**src/rtl/mb_pkg.sv**
```systemverilog
// Shared definitions for the radix-8 Booth recoding pipeline.
package mb_pkg;

  localparam int GROUP_STRIDE = 3;

  typedef struct packed {
    logic s;
    logic d;
    logic t;
    logic q;
    logic n;
  } booth_sel_t;

  // Groups needed to cover a width-bit operand, including its sign extension.
  function automatic int group_cnt(input int width);
    return (width >> 2) + 2;
  endfunction

endpackage

```
**src/rtl/booth_r8_digit.sv**
```systemverilog
// Encodes one 4-bit radix-8 Booth window {b3,b2,b1,b0} into magnitude one-hots and a negate flag.
module booth_r8_digit
  import mb_pkg::*;
(
  input  logic [3:0] i_win,
  output booth_sel_t o_sel
);

  logic [3:0] w_digit;
  logic [3:0] w_abs;
  logic       w_neg;

  // -4*b3 + 2*b2 + b1 + b0 in 4-bit two's complement; 1111 wraps cleanly to zero.
  assign w_digit = {i_win[3], i_win[3], i_win[2], 1'b0}
                 + {3'b000, i_win[1]}
                 + {3'b000, i_win[0]};
  assign w_neg   = w_digit[3];
  assign w_abs   = w_neg ? (4'd0 - w_digit) : w_digit;

  assign o_sel.s = (w_abs == 4'd1);
  assign o_sel.d = (w_abs == 4'd2);
  assign o_sel.t = (w_abs == 4'd3);
  assign o_sel.q = (w_abs == 4'd4);
  assign o_sel.n = w_neg;

endmodule

```
**src/rtl/mb16_booth_enc.sv**
```systemverilog
// Radix-8 Booth recoder: two-stage valid/ready pipeline producing per-group
// digit selects, the registered multiplicand and the hard multiple 3*y.
module mb16_booth_enc
  import mb_pkg::*;
#(
  parameter  int WIDTH     = 16,
  parameter  int SIGNED    = 1,
  localparam int GROUP_CNT = group_cnt(WIDTH)
) (
  input  logic                 CLK,
  input  logic                 RST,
  input  logic                 in_valid,
  output logic                 in_ready,
  input  logic [WIDTH-1:0]     x,
  input  logic [WIDTH-1:0]     y,
  output logic                 out_valid,
  input  logic                 out_ready,
  output logic [GROUP_CNT-1:0] s,
  output logic [GROUP_CNT-1:0] d,
  output logic [GROUP_CNT-1:0] t,
  output logic [GROUP_CNT-1:0] q,
  output logic [GROUP_CNT-1:0] n,
  output logic [WIDTH-1:0]     my,
  output logic [WIDTH+1:0]     tmy
);

  localparam int XE_W = GROUP_STRIDE * GROUP_CNT;
  localparam int TW   = WIDTH + 2;
  localparam int HALF = WIDTH / 2;
  localparam int HI_W = TW - HALF;

  logic r_v1, r_v2;
  logic w_take_in, w_adv;

  // Stage 2 frees up when empty or drained this cycle; stage 1 only blocks when both are full.
  assign in_ready  = ~r_v1 | ~r_v2 | out_ready;
  assign w_take_in = in_valid & in_ready;
  assign w_adv     = r_v1 & (~r_v2 | out_ready);
  assign out_valid = r_v2;

  logic            w_x_ext, w_y_ext;
  logic [XE_W:0]   w_xwin;
  logic [TW-1:0]   w_ye;
  logic [HALF:0]   w_lo;

  assign w_x_ext = (SIGNED != 0) & x[WIDTH-1];
  assign w_y_ext = (SIGNED != 0) & y[WIDTH-1];
  assign w_xwin  = {{(XE_W - WIDTH){w_x_ext}}, x, 1'b0};
  assign w_ye    = {{2{w_y_ext}}, y};
  assign w_lo    = {1'b0, y[HALF-1:0]} + {1'b0, y[HALF-2:0], 1'b0};

  logic [GROUP_CNT-1:0] w_s, w_d, w_t, w_q, w_n;

  for (genvar g = 0; g < GROUP_CNT; g++) begin : g_digit
    booth_sel_t w_sel;
    booth_r8_digit u_digit (
      .i_win (w_xwin[GROUP_STRIDE*g +: 4]),
      .o_sel (w_sel)
    );
    assign w_s[g] = w_sel.s;
    assign w_d[g] = w_sel.d;
    assign w_t[g] = w_sel.t;
    assign w_q[g] = w_sel.q;
    assign w_n[g] = w_sel.n;
  end

  logic [GROUP_CNT-1:0] r_s1, r_d1, r_t1, r_q1, r_n1;
  logic [TW-1:0]        r_ye1;
  logic [HALF-1:0]      r_lo1;
  logic                 r_c1;

  // NOTE: data registers are reset as well as the valid bits, so every output reads zero during reset.
  always_ff @(posedge CLK or negedge RST) begin
    if (!RST) begin
      r_v1  <= 1'b0;
      r_s1  <= '0;
      r_d1  <= '0;
      r_t1  <= '0;
      r_q1  <= '0;
      r_n1  <= '0;
      r_ye1 <= '0;
      r_lo1 <= '0;
      r_c1  <= 1'b0;
    end else begin
      if (w_take_in)  r_v1 <= 1'b1;
      else if (w_adv) r_v1 <= 1'b0;
      if (w_take_in) begin
        r_s1  <= w_s;
        r_d1  <= w_d;
        r_t1  <= w_t;
        r_q1  <= w_q;
        r_n1  <= w_n;
        r_ye1 <= w_ye;
        r_lo1 <= w_lo[HALF-1:0];
        r_c1  <= w_lo[HALF];
      end
    end
  end

  // Upper half of ye + 2*ye; bit HALF-1 of ye lands at bit HALF of 2*ye.
  logic [HI_W-1:0] w_hi;
  assign w_hi = r_ye1[TW-1:HALF] + r_ye1[TW-2:HALF-1] + HI_W'(r_c1);

  logic [GROUP_CNT-1:0] r_s2, r_d2, r_t2, r_q2, r_n2;
  logic [WIDTH-1:0]     r_my2;
  logic [TW-1:0]        r_tmy2;

  always_ff @(posedge CLK or negedge RST) begin
    if (!RST) begin
      r_v2   <= 1'b0;
      r_s2   <= '0;
      r_d2   <= '0;
      r_t2   <= '0;
      r_q2   <= '0;
      r_n2   <= '0;
      r_my2  <= '0;
      r_tmy2 <= '0;
    end else begin
      if (w_adv)          r_v2 <= 1'b1;
      else if (out_ready) r_v2 <= 1'b0;
      if (w_adv) begin
        r_s2   <= r_s1;
        r_d2   <= r_d1;
        r_t2   <= r_t1;
        r_q2   <= r_q1;
        r_n2   <= r_n1;
        r_my2  <= r_ye1[WIDTH-1:0];
        r_tmy2 <= {w_hi, r_lo1};
      end
    end
  end

  assign s   = r_s2;
  assign d   = r_d2;
  assign t   = r_t2;
  assign q   = r_q2;
  assign n   = r_n2;
  assign my  = r_my2;
  assign tmy = r_tmy2;

endmodule

```
**config.mk**
```make
export PLATFORM = sky130hd
export DESIGN_NAME = mb16_booth_enc
export DESIGN_NICKNAME = d
export VERILOG_FILES = /design/src/rtl/mb_pkg.sv /design/src/rtl/booth_r8_digit.sv /design/src/rtl/mb16_booth_enc.sv
export SDC_FILE = /design/constraint.sdc
export NUM_CORES = 1
export LEC_CHECK = 0
export BUFFER_PORTS_ARGS = -buffer_cell sky130_fd_sc_hd__buf_2
export CORE_AREA = 2 2 117 119
export DETAILED_ROUTE_END_ITERATION = 7
export DIE_AREA = 0 0 119 121
export HOLD_SLACK_MARGIN = 0.06
export PLACE_DENSITY = 0.66
export SYNTH_ARGS = -nofsm -noshare
export SYNTH_HDL_FRONTEND = slang
export SYNTH_SLANG_ARGS = --single-unit
export TNS_END_PERCENT = 10
```
**constraint.sdc**
```tcl
create_clock -name CLK -period 2.6 [get_ports CLK]
set_clock_uncertainty 0.2 [all_clocks]
set_input_delay 0.39 -clock CLK [delete_from_list [all_inputs] [get_ports CLK]]
set_output_delay 0.39 -clock CLK [all_outputs]
set_load 0.1 [all_outputs]
```
# Yosys cells after proc, flatten, opt, wreduce, memory -nomap -nowiden
# Index checks and enable logic that the tools add are counted.
[totals]
register_bits = 121
out_inout_bits = 66
[classes]
mux = 10
eq_ne = 24
bitwise_logic = 7
addsub = 20
reduce_logical = 2
[ops]
columns = ["cell", "n"]
rows = [
  ["4-bit by 2-bit equality test with 1-bit output, second input constant", 12],
  ["4-bit by 1-bit equality test with 1-bit output, second input constant", 6],
  ["4-bit by 3-bit equality test with 1-bit output, second input constant", 6],
  ["4-bit 2-to-1 mux", 6],
  ["1-bit by 4-bit subtractor with 4-bit output, first input constant", 6],
  ["3-bit by 2-bit adder with 4-bit output", 5],
  ["4-bit by 1-bit adder with 4-bit output", 5],
  ["10-bit by 1-bit adder with 10-bit output", 1],
  ["8-bit by 9-bit adder with 10-bit output", 1],
  ["8-bit by 8-bit adder with 9-bit output", 1],
  ["1-bit 2-to-1 mux", 4],
  ["2-bit nonzero test", 2],
  ["2-bit by 2-bit adder with 3-bit output", 1],
  ["1-bit OR", 3],
  ["1-bit bitwise AND", 2],
  ["1-bit inverter", 2],
]

# Depth between registers and ports, before layout
[logic_depth]
word_depth = 5
ltp_mapped = 8
depth_no_buf = 8

# Modules after synthesis
# A second synthesis with hierarchy kept.
[hier_totals]
cells_unflattened = 594
area_unflattened_um2 = 6366.1
[modules_own_cells]
columns = ["module", "cells_each", "area_per_inst_um2", "n_inst", "seq_area_each_um2"]
rows = [
  ["mb16_booth_enc", 462, 5270.1, 1, 2952.8],
  ["booth_r8_digit", 22, 182.7, 6, 0.0],
]

# Worst setup path before layout
# No wires, ideal clock.
[synth_path]
path_type = "register -> register"
startpoint = "register r_v2 (netlist: out_valid)"
endpoint = "register r_q1[4]"
synth_period_minus_slack_ns = 2.571
path_buffers = 1
arrival_time_ns = 2.250
path_slack_ns = 0.029
stages_incl_launch_ff = 6
setup_time_ns = 0.122
cell_sequence = "dfrtp_1 nand3b_4 and2_4 buf_6 and3_1 a32o_1"
[synth_between]
elab_chain_len = 4
[synth_rtl]
columns = ["element", "line_no", "rtl"]
rows = [
  ["start, declared", "mb16_booth_enc.sv:32", "logic r_v1, r_v2;"],
  ["start signal, assigned", "mb16_booth_enc.sv:110", "r_v2 <= 1'b0;"],
  ["start signal, assigned", "mb16_booth_enc.sv:119", "if (w_adv) r_v2 <= 1'b1;"],
  ["start signal, assigned", "mb16_booth_enc.sv:120", "else if (out_ready) r_v2 <= 1'b0;"],
  ["1-bit inverter", "mb16_booth_enc.sv:36", "assign in_ready = ~r_v1 | ~r_v2 | out_ready;"],
  ["1-bit OR (2 in series)", "mb16_booth_enc.sv:36", ""],
  ["named net in_ready", "mb16_booth_enc.sv:13", "output logic in_ready,"],
  ["1-bit bitwise AND", "mb16_booth_enc.sv:37", "assign w_take_in = in_valid & in_ready;"],
  ["end signal, assigned", "mb16_booth_enc.sv:91", "r_q1 <= w_q;"],
  ["end, declared", "mb16_booth_enc.sv:67", "logic [GROUP_CNT-1:0] r_s1, r_d1, r_t1, r_q1, r_n1;"],
]
# The timed path passes the listed nets, and every way through them passes these cells.
# A chain may end at the register's enable or synchronous reset.

# Final worst setup path
[layout_path]
startpoint = "input port y[1]"
endpoint = "register r_lo1[7]"
[layout_between]
elab_chain_len = 1
[layout_rtl]
columns = ["element", "line_no", "rtl"]
rows = [
  ["start, declared", "mb16_booth_enc.sv:15", "input logic [WIDTH-1:0] y,"],
  ["8-bit by 8-bit adder with 9-bit output", "mb16_booth_enc.sv:50", "assign w_lo = {1'b0, y[HALF-1:0]} + {1'b0, y[HALF-2:0], 1'b0};"],
  ["end signal, assigned", "mb16_booth_enc.sv:94", "r_lo1 <= w_lo[HALF-1:0];"],
  ["end, declared", "mb16_booth_enc.sv:69", "logic [HALF-1:0] r_lo1;"],
]
# Every way passes these cells.

==> run metrics <==
status=complete, no violations; Slew @ Worst Pin=663 ps; Distinct cells, synth=47; synthesized instance count=602; gr ovfl total=0; FMAX=404 MHz; Vias/cell=4.99; pwr dens=1030 nW/um2; Hold Fails Final Rpt=0; clock share of power=30.1%; CP endpoint kind=flop; DR DRC count=0; CTS Buffer Depth=2; Seq pwr share=32.4%; P_sw=3230 uW; Worst Hold Class=primary input to flop; Port Buffers=101; period utilisation layout=95.1%; Synth area leader=dfrtp_1; final cell count without fillers=913; first-pass GRT wire length=21,900 um; Synth Area in Compound Gates=9.85%; combinational share of power=37.6%; placed cells=862; asr flop ratio synth=100%; largest net degree at the start of global routing=51; die area=14,400 um2; Top FF cell, synth=dfrtp_1; die extent in x=119 um; CP max-delay cell=dlygate4sd3_1; Required @ worst endpoint=2730 ps; post-synthesis mux area share=0.902%; Cell Rows=42; #FFs+latches synth=118; htree depth=4; clock-pin slew on the worst setup and hold paths=50 ps; Post-DP HPWL=8990 um; Layout area overhead=26.5%; total I/O pin count=102; via count=4,557; total track usage=19.2%; CTS Buf Count=17; Clock Latency Late Sink=410 ps; CTS Root Cell=clkbuf_16; startpoint type of the worst setup path=primary input; internal power=4020 uW; sequence of cells on the critical path=dlygate4sd3_1 > buf_2 > ha_1 > fa_1 > a21o_1 > a31o_2 > a2111o_1 > nand3_1; Synth Area in Simple Gates=23.3%; wire length per cell=14.3 um; most frequent cells after synthesis=281 x nand2_1, 118 x dfrtp_1, 30 x ha_1; Initial Util=42.4%; Final #Nets=793; min Tclk post-route=2470 ps; TritonCTS Sinks=118; Leakage=0.00380 uW; Post-Route WL=13,000 um; Post-Syn Area=5550 um2; initial antenna violation count=0; Die Ht=121 um; syn_area_per_cell=9.22 um2; Cell Area, Placed=6260 um2; RSZ-0062 raised after global routing=false; Max stage delay on crit path=530 ps; top post-synthesis cells by area=dfrtp_1 53%, nand2_1 19%, ha_1 6.8%; Crit Path Category=primary input to flop; Finished Cell Area=7020 um2; register area share after synthesis=53.2%; largest family of logic cells by synthesized area=simple AND/OR/NAND/NOR gates; Synthesis Warnings=0; diode count=0; drt first pass iters=4; Synth Net Count=671; pre-CTS setup slack=72.2 ps; Peak VDD IR=0.450 mV; fraction of the mapped netlist area in adder cells=7.84%; # Max-Cap Violations=0; XOR/XNOR Fraction of Synth Area=1.10%; crit path DAT=2610 ps; number of global-route vias before repair=4,662; Post-synth EDFFs=0; final worst slack=127 ps; DRT iter0 DRCs=294; count of pins over their slew limit=0; antenna-violating nets left=0; endpoints failing setup=0; CTS tree=done; fraction of layout cells with a size suffix above 1=20.8%; count leader, synth=nand2_1; sw frac=44.6%; Core Box Area=13,100 um2; Power Total=7260 uW; Crit Path Max Fanout=4; slew margin rel.=55.8%; Fin Setup TNS=0 ps; Final Wtd Congestion=0.809; Synth top area share=53.2%
==> repair_timing <==
| item | 4_1_cts | 5_1_grt |
|---|---|---|
| setup buffers | 0 | 0 |
| hold endpoints to repair | 65 | 0 |
| resized for setup | 0 | 3 |
| hold buffers | 19 | 0 |
| setup endpoints to repair | 0 | 3 |
==> cell families after synthesis <==
group,count (synthesis)
fa+ha+maj,33
buf+inv,45
flops,118
xor+xnor,7
compound gates,74
simple gates,320
mux,5
==> layout by cell type (no fill, tap or decap), drive strengths merged, types with 6 or more instances in the layout <==
cell type    instances
nand3               10
a21o                 7
ha                  30
o41ai                9
a21boi               6
clkinv               6
nand2              281
dlygate4sd3         19
o31ai                6
clkbuf              20
buf                111
o21ai               14
inv                 18
dfrtp              118
==> power groups by stage <==
stage | sequential, uW | clock, uW | combinational, uW
after floorplan | 3850 | 0 | 697
after global placement | 2370 | 0 | 2670
after detailed placement | 2380 | 0 | 2700
after CTS | 2350 | 2220 | 2730
after global routing | 2390 | 2320 | 2880
final | 2350 | 2180 | 2720
==> cell type report <==
type                            count  area [um2]
Fill cell                        1193        6060
Sequential cell                   118        2950
Multi-Input combinational cell    439        2410
Timing Repair Buffer              130         811
Clock buffer                       20         457
Tap cell                          176         220
Clock inverter                     12         105
Inverter                           18        67.6
==> through the flow <==
step           hold slack [ps]  util [%]
6_report                  87.2      53.7
5_1_grt                   72.6      53.7
4_1_cts                   65.6      53.6
3_5_place_dp               255      47.8
3_3_place_gp               246      47.8
2_1_floorplan             -106         -
==> sequential cells by signal, indices dropped and copies added (netlist names), 6 cells and up <==
signal / flops
tmy: 16
r_n1: 6
n: 6
d: 6
r_lo1: 7
r_ye1: 16
r_d1: 6
my: 16
r_t1: 6
r_s1: 6
r_q1: 6
t: 6
q: 6
s: 6
==> routing by layer <==
layer  vias to the layer above  track usage (%)  share of wire [%]
met5                         -                0                  0
met4                         0             5.88               0.84
met3                        10             5.92                5.0
met2                       121             32.3                 49
met1                      2192             23.8                 45
li1                       2234                -                  -
==> final timing paths <==
check	from	end	slack, ps	cells after the start
setup / recovery	y[1]	r_lo1[7]	130	8
hold / removal	in_valid	r_v1	90	2
setup reg to reg	r_ye1[7]	tmy[14]	140	6
hold reg to reg	r_ye1[1]	my[1]	270	2
max in group asynchronous	RST	my[6]	1150	3
min in group asynchronous	RST	my[13]	360	2
==> critical path: cells and delay by family <==
| kind | cells | cell delay (ps) |
|---|---|---|
| AND/OR/NAND/NOR | 1 | 70 |
| AO/OA/AOI/OAI | 3 | 840 |
| buffers and inverters | 2 | 680 |
| adder cells (fa/ha/maj) | 2 | 620 |
No activity file was read; power rests on OpenSTA's default activity.
